[src/rtl/uart_line_receiver.sv]
// UART line receiver: 8N1 serial bytes are collected into a line buffer until LF.
// Latency: line_valid rises 1 clock after the stop-bit sample; rd_data is 1 clock after rd_addr.
// Backpressure: a held line is frozen until line_ack; bytes arriving meanwhile are dropped and flagged in overflow.
//
// Ports: clk/rst (sync, active-high); uart_rx serial in; rd_addr/rd_data buffer read port;
//        line_valid/line_len/line_ack line handshake; overflow sticky drop flag; frame_err stop-bit pulse.
// Optional feature: define UART_LINE_FRAME_CHECK_EN to reject bytes with a low stop bit.
module uart_line_receiver #(
  parameter int CLK_FREQ  = 50000000,
  parameter int BAUD_RATE = 57600,
  parameter int DEPTH     = 64
) (
  input  logic                     clk,
  input  logic                     rst,
  input  logic                     uart_rx,
  input  logic [$clog2(DEPTH)-1:0] rd_addr,
  output logic [7:0]               rd_data,
  output logic                     line_valid,
  output logic [$clog2(DEPTH):0]   line_len,
  input  logic                     line_ack,
  output logic                     overflow,
  output logic                     frame_err
);

  localparam int AW   = $clog2(DEPTH);
  localparam int CPB  = CLK_FREQ / BAUD_RATE;
  localparam int HALF = CPB / 2;
  localparam int CW   = $clog2(CPB + 1);
  localparam logic [CW-1:0] FULL_LAST = CW'(CPB - 1);
  localparam logic [CW-1:0] HALF_LAST = CW'(HALF - 1);
  localparam logic [7:0]    CHAR_CR   = 8'h0D;
  localparam logic [7:0]    CHAR_LF   = 8'h0A;

  typedef enum logic [1:0] {IDLE, START, DATA, STOP} state_t;

  state_t          state_q, state_d;
  logic [CW-1:0]   cnt_q, cnt_d;
  logic [2:0]      bit_q, bit_d;
  logic [7:0]      shift_q, shift_d;
  logic            byte_done;

  logic            rx_meta, rx_s, rx_prev;
  logic            frame_ok;

  logic [7:0]      mem [DEPTH];
  logic [AW:0]     wr_ptr, wr_ptr_d, ptr_eff;
  logic [AW:0]     line_len_d;
  logic            line_valid_d, overflow_d;
  logic            ack_take, wr_en;

  // Two-flop synchronizer plus one edge-detect flop; all idle high.
  always_ff @(posedge clk) begin
    if (rst) begin
      rx_meta <= 1'b1;
      rx_s    <= 1'b1;
      rx_prev <= 1'b1;
    end else begin
      rx_meta <= uart_rx;
      rx_s    <= rx_meta;
      rx_prev <= rx_s;
    end
  end

  always_ff @(posedge clk) begin
    if (rst) begin
      state_q <= IDLE;
      cnt_q   <= '0;
      bit_q   <= '0;
      shift_q <= '0;
    end else begin
      state_q <= state_d;
      cnt_q   <= cnt_d;
      bit_q   <= bit_d;
      shift_q <= shift_d;
    end
  end

  always_comb begin
    state_d   = state_q;
    cnt_d     = cnt_q + 1'b1;
    bit_d     = bit_q;
    shift_d   = shift_q;
    byte_done = 1'b0;
    case (state_q)
      IDLE: begin
        cnt_d = '0;
        if (rx_prev && !rx_s) state_d = START;
      end
      START: begin
        // Mid-start-bit check; a line already back high was a glitch.
        if (cnt_q == HALF_LAST) begin
          cnt_d   = '0;
          bit_d   = '0;
          state_d = rx_s ? IDLE : DATA;
        end
      end
      DATA: begin
        if (cnt_q == FULL_LAST) begin
          cnt_d   = '0;
          shift_d = {rx_s, shift_q[7:1]};
          bit_d   = bit_q + 1'b1;
          if (bit_q == 3'd7) state_d = STOP;
        end
      end
      STOP: begin
        if (cnt_q == FULL_LAST) begin
          cnt_d     = '0;
          state_d   = IDLE;
          byte_done = 1'b1;
        end
      end
      default: state_d = IDLE;
    endcase
  end

`ifdef UART_LINE_FRAME_CHECK_EN
  assign frame_ok = rx_s;

  always_ff @(posedge clk) begin
    if (rst) frame_err <= 1'b0;
    else     frame_err <= byte_done & ~rx_s;
  end
`else
  assign frame_ok  = 1'b1;
  assign frame_err = 1'b0;
`endif

  // An ack taking effect this cycle is applied before the completing byte,
  // so that byte sees an empty, unfrozen buffer.
  assign ack_take = line_ack & line_valid;
  assign ptr_eff  = ack_take ? '0 : wr_ptr;

  always_comb begin
    line_valid_d = line_valid & ~line_ack;
    overflow_d   = ack_take ? 1'b0 : overflow;
    wr_ptr_d     = ptr_eff;
    line_len_d   = line_len;
    wr_en        = 1'b0;
    if (byte_done && frame_ok && shift_q != CHAR_CR) begin
      if (line_valid_d) begin
        overflow_d = 1'b1;
      end else if (shift_q == CHAR_LF) begin
        line_valid_d = 1'b1;
        line_len_d   = ptr_eff;
      end else if (ptr_eff < (AW+1)'(DEPTH)) begin
        wr_en    = 1'b1;
        wr_ptr_d = ptr_eff + 1'b1;
      end else begin
        overflow_d = 1'b1;
      end
    end
  end

  // Buffer storage is deliberately not reset.
  always_ff @(posedge clk) begin
    if (wr_en) mem[ptr_eff[AW-1:0]] <= shift_q;
  end

  always_ff @(posedge clk) begin
    if (rst) begin
      wr_ptr     <= '0;
      line_valid <= 1'b0;
      line_len   <= '0;
      overflow   <= 1'b0;
      rd_data    <= '0;
    end else begin
      wr_ptr     <= wr_ptr_d;
      line_valid <= line_valid_d;
      line_len   <= line_len_d;
      overflow   <= overflow_d;
      rd_data    <= mem[rd_addr];
    end
  end

endmodule

[config.mk]
export PLATFORM = sky130hd
export DESIGN_NAME = uart_line_receiver
export DESIGN_NICKNAME = d
export VERILOG_FILES = /design/src/rtl/uart_line_receiver.sv
export SDC_FILE = /design/constraint.sdc
export NUM_CORES = 1
export LEC_CHECK = 0
export ABC_AREA = 0
export CORE_AREA = 2 2 195 197
export DETAILED_ROUTE_END_ITERATION = 8
export DIE_AREA = 0 0 197 199
export PLACE_DENSITY_LB_ADDON = 0.12
export SLEW_MARGIN = 5
export SYNTH_ARGS = -nofsm -noshare
export SYNTH_HDL_FRONTEND = slang
export SYNTH_SLANG_ARGS = --single-unit
[constraint.sdc]
create_clock -name clk -period 4.6 [get_ports clk]
set_clock_uncertainty 0.15 [all_clocks]
set_input_delay 0.92 -clock clk [delete_from_list [all_inputs] [get_ports clk]]
set_output_delay 0.92 -clock clk [all_outputs]
set_load 0.1 [all_outputs]
==> impl_results.md <==
* Layout cells sized above 1 at approximately a quarter
* Ports at 28
* Post-synth top area cell: edfxtp_1
* Met1 global-route usage at 38.4%
* Slew Limit Fails at 0
* RD Place Congestion at ~0.86
* Most common cell in the synthesized netlist: edfxtp_1
* Clock insertion delay at the later pin of the skew report at 0.59 ns
* Layout Nets at 1257
* Final WS setup at 0.785 ns
* Period utilization at 82.9%
* Vias in the first global route at 11200
* Int Power at 8140 uW
* Worst setup EP type: flip-flop
* Worst r2r path cells at 6
* Status: complete, no violations
* Top cell type's share of synthesized area at 69.9%
* Drt total wl at between 40000 and 50000 um
* WP data required at 4.67 ns
* Hold Path Class: reg -> reg
* Routed len/inst at approximately 27 um
* Final ANT Viol Nets at 0
* EDFF count, synth at 512
* Worst slew pin tran at between 0.9 and 1 ns
* Remaining DRCs at 0
* Area Growth Syn to Fin at 13.3%
* Pre-CTS setup slack at 0.548 ns
* Clock Pin Slew Worst Setup and Hold Paths at 0.06 ns
* DR vias/cell at 6.40
* RSZ-0062 raised after global routing: false
* Switching Share at 20.6%
* Post-synthesis average cell area at 19.1 sq um
* Die height at 199 um
* Crit path max fanout at 12
* Synth cell types at 57
* H-tree depth at 2
* Post-Layout Cell Count at around 1800
* Startpoint types: flip-flop
* Worst rel slew slack at between 30% and 40%
* Die ar. at 39200 sq um
* CP Data Arrival Time at 3.88 ns
* NetSw at roughly 2100 uW
* Clk network pwr share at about 42%
* Syn Nets at around 1200
* Postcts setup bufs at 0
* FMAX at 0.262 GHz
* Met2 Usage GRT at 38.8%
* Comb power frac at 4.2%
* Critical path type: reg -> reg
* CTS resizes at 0
* Pwr/cell area at 412 nW/um^2
* Setup-failing EPs final at 0
* Area of the mapped netlist at roughly 22000 sq um
* Cells after DPL at between 1500 and 2000
* Routed vias at 11300
* Fraction of registers with async set/reset at 0%
* CTS Buffer Depth at 3
* Maximum vdd drop at 0.323 mV
* Synth top area cells: edfxtp_1 (70%), mux4_2 (14%), dfxtp_1 (4.6%)
* Leakage at 0.00800 uW
* Fin crit period at 3.82 ns
* HPWL Detailed at between 20000 and 30000 um
* Total gr overflow at 0
* Pin count of the biggest net entering global routing at 67
* Worst Hold Slack at 0.270 ns
* Hold path depth at 1
* Die width at ~200 um
* Most used DFF post-synth: edfxtp_1
* Gr busiest metal: met2
* Number of max-cap violations at 0
* Port bufs at 26
* Total CTS buffers at 55
* Post-synthesis sequential area ratio at 74.5%
* Core Region at 37100 sq um
* Diode count at 0
* Met3 global-route usage at 5.93%
* Hold buffers post-CTS at 0
* Sequential power share at a little over half
* Synthesized netlist cell count at between 1000 and 1500
* Filler Cell Count at between 2000 and 2500
* Initial DRC count at ~1200
* Yosys reg bits at 562
* Cell Rows at 71
* Root buffer cell: clkbuf_16
* GRT Total Usage at 25.7%
* Initial antenna violation count at 1
* First-pass GRT wire length at 72500 um
* Ys Warns at 0
* CTS tree: built
* DRT Pass-1 Iters at 7
* Final hold violation count at 0
* Final Util at 67.1%
* Setup TNS at 0 ns
* Post-synth top cells: edfxtp_1 (512), mux4_2 (134), nor2_1 (98)
* CTS Sinks at between 500 and 600
* Initial core utilization at 59.2%
[path summary, 6_finish.rpt]
path,startpoint,endpoint,slack [ns]
worst max-delay path,cnt_q[8],mem[50][4],0.78
worst min-delay path,rx_meta,rx_s,0.27
worst max register to register,cnt_q[8],mem[50][4],0.78
worst min register to register,rx_meta,rx_s,0.27
[power groups by stage]
stage	registers (uW)	logic, uW	clock network [uW]
floorplan	5660	246	0
global placement	5610	427	0
detailed placement	5610	428	0
CTS	5500	429	4400
global route	5500	448	4600
finish	5500	427	4330
[per-stage QoR]
step / cell area (sq um) / power [uW]
after floorplan: 22000 / 5910
after global placement: 23200 / 6040
after detailed placement: 23200 / 6040
after CTS: 24900 / 10300
after global routing: 24900 / 10500
final: 24900 / 10300
[flip-flops by register name (all words and copies together), names as in the netlist, named ones only]
signal	flops
state_q	1
wr_ptr	7
bit_q	3
overflow	1
rx_meta	1
mem	512
line_len	7
rd_data	8
line_valid	1
cnt_q	10
rx_s	1
rx_prev	1
shift_q	8
[kinds of logic after synthesis]
| logic type | count (synthesis) | share of synthesized area (%) |
|---|---|---|
| AOI/OAI and AO/OA | 94 | 2.91 |
| xor gates and xnor gates | 8 | 0.319 |
| adders and majority gates | 5 | 0.285 |
| buffers and inverters | 68 | 1.31 |
| DFF | 562 | 74.5 |
| muxes | 170 | 15.4 |
| other | 1 | 0.0171 |
| and+or+nand+nor | 240 | 5.23 |
[cells in the final DEF (no fill, tap or decap), types with 14 or more instances in the layout]
| master | instances |
|---|---|
| dfxtp_1 | 42 |
| mux4_2 | 134 |
| clkinv_2 | 14 |
| nand3_1 | 22 |
| buf_4 | 71 |
| clkbuf_16 | 57 |
| nor2_1 | 98 |
| a21oi_1 | 22 |
| clkdlybuf4s50_1 | 23 |
| mux2i_1 | 26 |
| nand2_1 | 47 |
| edfxtp_1 | 512 |
[layer usage]
layer / vias to the layer above / part of all wire [%]
li1: 4857 / -
met1: 5876 / 43
met2: 466 / 46
met3: 84 / 8.2
met4: 2 / 2.4
met5: - / 0.023
[critical path, stage by stage (launching register included)]
cell,delay [ns]
dfxtp_1,0.36
or3b_4,0.41
or3_1,0.53
nor4_1,0.35
buf_4,0.23
nand3_1,0.56
nor2_1,0.84
[final cells by class]
class	instances	area, sq um	area share [%]
Clock inverter	32	231	0.930
Tap cell	474	593	2.38
Timing Repair Buffer	99	842	3.38
Sequential cell	562	16400	65.8
Clock buffer	71	1510	6.06
Multi-Input combinational cell	518	5320	21.4
Inverter	6	22.5	0.0904
Power figures use the tool's default switching activity.
